`src/rtl/sumsq_prep.sv`:
```
// Operand feeder for the integer sqrt stage: takes a signed (x, y) pair and
// produces x^2 + y^2 with a bit-serial shift-add multiplier, one bit per cycle.
module sumsq_prep #(
  parameter int IN_W  = 4,
  parameter int OUT_W = 2 * IN_W
) (
  input  logic                    clk,
  input  logic                    rst,
  input  logic                    in_valid,
  output logic                    in_ready,
  input  logic signed [IN_W-1:0]  in_x,
  input  logic signed [IN_W-1:0]  in_y,
  output logic                    out_valid,
  input  logic                    out_ready,
  output logic [OUT_W-1:0]        out_data,
  output logic                    busy
);

  localparam int CNT_W = (IN_W > 1) ? $clog2(IN_W) : 1;
  localparam logic [CNT_W-1:0] LAST_BIT = CNT_W'(IN_W - 1);

  localparam logic [1:0] S_IDLE = 2'd0;
  localparam logic [1:0] S_MUL  = 2'd1;
  localparam logic [1:0] S_OUT  = 2'd2;

  logic [1:0]       r_state;
  logic [IN_W-1:0]  r_ax;
  logic [IN_W-1:0]  r_ay;
  logic [OUT_W-1:0] r_acc;
  logic [CNT_W-1:0] r_cnt;
  logic [OUT_W-1:0] r_out;

  logic [IN_W-1:0]  w_ax_abs;
  logic [IN_W-1:0]  w_ay_abs;
  logic [OUT_W-1:0] w_term_x;
  logic [OUT_W-1:0] w_term_y;
  logic [OUT_W-1:0] w_acc_next;

  // Negating the most negative value wraps back to itself, which read as
  // unsigned is exactly 2^(IN_W-1), so no extra bit is needed.
  always_comb begin
    w_ax_abs = in_x[IN_W-1] ? $unsigned(-in_x) : $unsigned(in_x);
    w_ay_abs = in_y[IN_W-1] ? $unsigned(-in_y) : $unsigned(in_y);
  end

  always_comb begin
    w_term_x   = r_ax[r_cnt] ? (OUT_W'(r_ax) << r_cnt) : '0;
    w_term_y   = r_ay[r_cnt] ? (OUT_W'(r_ay) << r_cnt) : '0;
    w_acc_next = r_acc + w_term_x + w_term_y;
  end

  always_ff @(posedge clk or posedge rst) begin
    if (rst) begin
      r_state <= S_IDLE;
      r_ax    <= '0;
      r_ay    <= '0;
      r_acc   <= '0;
      r_cnt   <= '0;
      r_out   <= '0;
    end else begin
      case (r_state)
        S_IDLE: begin
          if (in_valid) begin
            r_ax    <= w_ax_abs;
            r_ay    <= w_ay_abs;
            r_acc   <= '0;
            r_cnt   <= '0;
            r_state <= S_MUL;
          end
        end
        S_MUL: begin
          r_acc <= w_acc_next;
          r_cnt <= r_cnt + CNT_W'(1);
          if (r_cnt == LAST_BIT) begin
            r_out   <= w_acc_next;
            r_state <= S_OUT;
          end
        end
        S_OUT: begin
          if (out_ready) r_state <= S_IDLE;
        end
        default: r_state <= S_IDLE;
      endcase
    end
  end

  assign in_ready  = (r_state == S_IDLE);
  assign out_valid = (r_state == S_OUT);
  assign busy      = (r_state == S_MUL) || (r_state == S_OUT);
  assign out_data  = r_out;

endmodule

```
`config.mk`:
```
export PLATFORM = sky130hd
export DESIGN_NAME = sumsq_prep
export DESIGN_NICKNAME = d
export VERILOG_FILES = /design/src/rtl/sumsq_prep.sv
export SDC_FILE = /design/constraint.sdc
export NUM_CORES = 1
export LEC_CHECK = 0
export ABC_AREA = 1
export CAP_MARGIN = 20
export CELL_PAD_IN_SITES_DETAIL_PLACEMENT = 1
export CELL_PAD_IN_SITES_GLOBAL_PLACEMENT = 2
export CORE_ASPECT_RATIO = 1.4
export CORE_UTILIZATION = 30
export DETAILED_ROUTE_END_ITERATION = 10
export PLACE_DENSITY = 0.83
export RECOVER_POWER = 25
export SYNTH_ARGS = -nofsm -noshare
export SYNTH_HDL_FRONTEND = slang
export SYNTH_SLANG_ARGS = --single-unit
```
`constraint.sdc`:
```
create_clock -name clk -period 2.5 [get_ports clk]
set_input_delay 0.375 -clock clk [delete_from_list [all_inputs] [get_ports clk]]
set_output_delay 0.375 -clock clk [all_outputs]
set_load 0.1 [all_outputs]
```
==> reports/results.env <==
SETUP.WORST_PATH.START_CLASS='flop'
TIMING.FINAL.CRIT_PERIOD_NS=2.57
WORSTHOLDPATHCELLS=2
CRITPATHSLOWESTCELL='sky130_fd_sc_hd__fa_1'
TIMING.FINAL.WS_SETUP_NS=-0.0717
FIN_WORST_SKEW_NS=0.00231
DRCVIOLATIONCOUNT=7
YS_SEQ_ELEMENTS=28
GP_CONGESTION=0.794
FINALMAXSLEWVIOLATIONS=29
SYNTH_SEQ_AREA_SHARE=0.355
SYNTH_CELL_TYPES=30
CP_MAX_FO=5
YOSYS.AREA.TOP_TYPE_SHARE=0.355
FLOORPLAN.INITIALDENSITY=0.314
CTSROOTBUFFERMASTER='sky130_fd_sc_hd__clkbuf_8'
WIRE_LENGTH_OF_THE_FIRST_GLOBAL_ROUTING_PASS_MM=8.71
SYNTH.LARGEST_AREA_CELL='sky130_fd_sc_hd__dfrtp_1'
SYNTH.YOSYS.WARNINGS=0
DRIVE_ABOVE_1_SHARE=0.376
RELSLEWSLACK=-0.0589
ANTENNA_CELLS=0
PLACEABLECOREAREA_UM2=6300
VIOLATIONS='design-rule violations, max-capacitance violations, max-slew violations, negative setup slack'
R2R_CELLS=15
TIMING.CRITICAL_PATH.REQUIRED_NS=2.69
TOTAL_NETS_AFTER_SYNTHESIS=276
SYNTH_CELLS=244
DRT_PASS1_ITERATIONS=6
ANT_NETS=0
ROUTED_VIA_DENSITY=4.83
LARGEST_NET_DEGREE_AT_THE_START_OF_GLOBAL_ROUTING=29
WORST-PATH-BUF-INV=4
CRITICAL_PATH.TOP_DELAY_FAMILY='adder cells'
GRT_REMAINING_OVERFLOW=0
AREAGROWTHSYNTHTOFINISH_PCT=36.0
IO_PINS=23
N_FILL_CELL=764
WORSTSKEWPAIRLATENCY_NS=0.28
CRITICAL-PATH-MAX-STAGE-DELAY_NS=0.57
DIE_Y_UM=98.0
CRIT_PATH_END_KIND='flop'
GRT_SETUP_UNREPAIRED='yes'
NUM_VIAS=1773
PORT-BUFFER-COUNT=22
MEAN_POST_SYNTH_CELL_AREA_UM2=8.09
TIMING.FINAL.CRIT_SHARE=1.03
CLK_PATH_BUF_DEPTH=2
CAP_VIOL_MAX_COUNT=1
CTS_HOLD_REPAIR.BUFFERS=0
CTS_NUM_SINKS=28
CLOCK_TREE.HTREE_LEVEL_COUNT=1
SETUP-VIOLATIONS-FINAL=10
GRT_PASS1_VIAS=1877
MAPPEDNETLISTAREA_UM2=1970
STATUS='finished, violations left'
DIE_AREA_UM2=6910
PATH_DEPTH=15
GLOBALROUTETOTALUTIL=0.159
CRIT_ARRIVAL_NS=2.76
MAX_CLOCK_FREQ_MHz=389
WORSTMARGINPINSLEW_NS=1.59
FLOORPLAN.ROWS=34
ROUTED_WIRELENGTH_MM=5.07
MIN_PATH_TYPE='flop to flop'
YOSYS-TOP-CELLS-AREA='sky130_fd_sc_hd__dfrtp_1 35%, sky130_fd_sc_hd__nand2_1 11%, sky130_fd_sc_hd__fa_1 8.1%, sky130_fd_sc_hd__ha_1 7.6%, sky130_fd_sc_hd__o21ai_1 4.6%'
CTS_TREE='done'
CP_CELL_SEQUENCE='buf_6 > or2_1 > o21ai_2 > o21ai_1 > o21ai_1 > inv_1 > fa_1 > ha_4 > inv_2 > nand2_4 > buf_4 > nand2_1 > nand2_2 > nand3_2 > nand2_1'
FINAL-HOLD-VIOLATION-COUNT=0
ROUTED_WIRE_LENGTH_PER_INSTANCE_UM=13.8
HOLD-WORST-SLACK_NS=0.490
NUMBER_OF_ANTENNA_VIOLATIONS_AT_THE_FIRST_CHECK_IN_GLOBAL_ROUTING=0
HPWLAFTERDP_MM=3.88
CTS_BUFFER_COUNT=3
NETS=328
CLK_PIN_SLEW_WORST_PATHS_NS=0.10
FIRST_ITER_VIOLATIONS=42
FP.DIEW_UM=70.6
CRITICALPATHCATEGORY='flop to flop'
==> worst register-to-register path, delay by kind of cell, from the launching register on <==
family	cells	cell delay, ns
simple gates	6	0.52
compound gates	3	0.28
fa+ha+maj	2	0.80
buf+inv	4	0.42
flops	1	0.46
==> state kept, by name, summed over array words and instances, names as in the netlist <==
| register | cells |
|---|---|
| r_acc | 8 |
| r_ax | 4 |
| r_ay | 4 |
| r_cnt | 2 |
| out_data | 8 |
| r_state | 2 |
==> cells in the final DEF, fill, tap and decap left out, types with 2 or more instances in the layout <==
| master | n |
|---|---|
| sky130_fd_sc_hd__o21ai_2 | 9 |
| sky130_fd_sc_hd__xor2_1 | 2 |
| sky130_fd_sc_hd__a21oi_1 | 8 |
| sky130_fd_sc_hd__ha_1 | 8 |
| sky130_fd_sc_hd__ha_4 | 3 |
| sky130_fd_sc_hd__dfrtp_1 | 26 |
| sky130_fd_sc_hd__buf_4 | 39 |
| sky130_fd_sc_hd__inv_1 | 23 |
| sky130_fd_sc_hd__nand2_2 | 14 |
| sky130_fd_sc_hd__o21ai_1 | 15 |
| sky130_fd_sc_hd__clkbuf_8 | 4 |
| sky130_fd_sc_hd__inv_2 | 8 |
| sky130_fd_sc_hd__nand3_2 | 7 |
| sky130_fd_sc_hd__fa_1 | 7 |
| sky130_fd_sc_hd__dfrtp_2 | 2 |
| sky130_fd_sc_hd__a21oi_2 | 5 |
| sky130_fd_sc_hd__or2_1 | 2 |
| sky130_fd_sc_hd__nand3_1 | 7 |
| sky130_fd_sc_hd__nand2_4 | 2 |
| sky130_fd_sc_hd__clkinv_1 | 4 |
| sky130_fd_sc_hd__clkdlybuf4s50_1 | 10 |
| sky130_fd_sc_hd__nor2_2 | 6 |
| sky130_fd_sc_hd__inv_4 | 2 |
| sky130_fd_sc_hd__nand2_1 | 48 |
| sky130_fd_sc_hd__nor2_1 | 16 |
==> path summary, 6_finish.rpt <==
kind,from,slack (ns),to
worst max-delay path,r_cnt[0]$_DFFE_PP0P_,-0.07,r_acc[4]$_DFFE_PP0P_
worst min-delay path,out_data[4]$_DFFE_PP0P_,0.49,out_data[4]$_DFFE_PP0P_
worst max register to register,r_cnt[0]$_DFFE_PP0P_,-0.07,r_acc[4]$_DFFE_PP0P_
worst min register to register,out_data[4]$_DFFE_PP0P_,0.49,out_data[4]$_DFFE_PP0P_
max in group asynchronous,rst,0.40,r_cnt[0]$_DFFE_PP0P_
min in group asynchronous,rst,1.07,out_data[1]$_DFFE_PP0P_
==> routing by layer <==
metal	GRT usage	up-vias	part of all wire
li1	-	882	-
met1	0.177	864	0.39
met2	0.308	20	0.58
met3	0.0124	7	0.011
met4	0.0585	0	0.019
met5	0	-	0
==> final cells by class <==
cell class,count,area [µm²],share of cell area
Inverter,37,144,0.0536
Timing Repair Buffer,52,418,0.156
Tap cell,72,90.1,0.0336
Multi-Input combinational cell,174,1270,0.475
Sequential cell,28,703,0.262
Clock buffer,4,55.1,0.0205
==> synth_stat cells <==
library cell / number
sky130_fd_sc_hd__inv_2: 8
sky130_fd_sc_hd__nor3_2: 2
sky130_fd_sc_hd__nand3_1: 15
sky130_fd_sc_hd__a21oi_2: 5
sky130_fd_sc_hd__nor2_4: 1
sky130_fd_sc_hd__buf_4: 2
sky130_fd_sc_hd__a21oi_1: 9
sky130_fd_sc_hd__o21ai_2: 6
sky130_fd_sc_hd__inv_4: 1
sky130_fd_sc_hd__nand2_2: 4
sky130_fd_sc_hd__nor2_2: 3
sky130_fd_sc_hd__o211ai_1: 1
sky130_fd_sc_hd__nor2_1: 19
sky130_fd_sc_hd__a32o_1: 1
sky130_fd_sc_hd__xnor2_1: 2
sky130_fd_sc_hd__nand2_1: 60
sky130_fd_sc_hd__buf_2: 1
sky130_fd_sc_hd__ha_1: 12
sky130_fd_sc_hd__xor2_1: 2
sky130_fd_sc_hd__or2_1: 2
sky130_fd_sc_hd__inv_1: 24
sky130_fd_sc_hd__fa_1: 8
sky130_fd_sc_hd__o21a_1: 1
sky130_fd_sc_hd__o221ai_2: 1
sky130_fd_sc_hd__o22ai_1: 1
sky130_fd_sc_hd__clkinv_1: 4
sky130_fd_sc_hd__a21o_1: 1
sky130_fd_sc_hd__buf_6: 2
sky130_fd_sc_hd__dfrtp_1: 28
sky130_fd_sc_hd__o21ai_1: 18
==> logic make-up (layout without fill, tap and decap cells) <==
| logic type | count (synthesis) | count (layout) | share of synthesized area |
|---|---|---|---|
| XOR/XNOR | 4 | 4 | 0.0177 |
| AO/OA/AOI/OAI | 44 | 44 | 0.144 |
| adder cells (fa/ha/maj) | 20 | 20 | 0.157 |
| flip-flops | 28 | 28 | 0.355 |
| buffers and inverters | 42 | 93 | 0.0932 |
| AND/OR/NAND/NOR | 106 | 106 | 0.233 |
==> what timing repair did <==
action,4_1_cts,5_1_grt
resized for setup,18,25
cloned,0,1
endpoints found under the setup margin,10,12
pin swaps,11,13
setup buffers,3,4
==> through the flow <==
| step | instance area [µm²] | cells | setup WS [ns] | utilization | setup TNS, ns |
|---|---|---|---|---|---|
| 2_1_floorplan | 1980 | 244 | 0.0112 | - | 0 |
| 3_3_place_gp | 2380 | 355 | -0.0819 | 0.379 | -0.342 |
| 3_5_place_dp | 2380 | 355 | -0.195 | 0.379 | -1.11 |
| 4_1_cts | 2560 | 362 | -0.0752 | 0.406 | -0.330 |
| 5_1_grt | 2690 | 367 | -0.219 | 0.426 | -1.68 |
| 6_report | 2690 | 367 | -0.0717 | 0.426 | -0.360 |
Power is not shown: default switching activity piles up to over one toggle a cycle in this logic, so the estimate is an artifact.
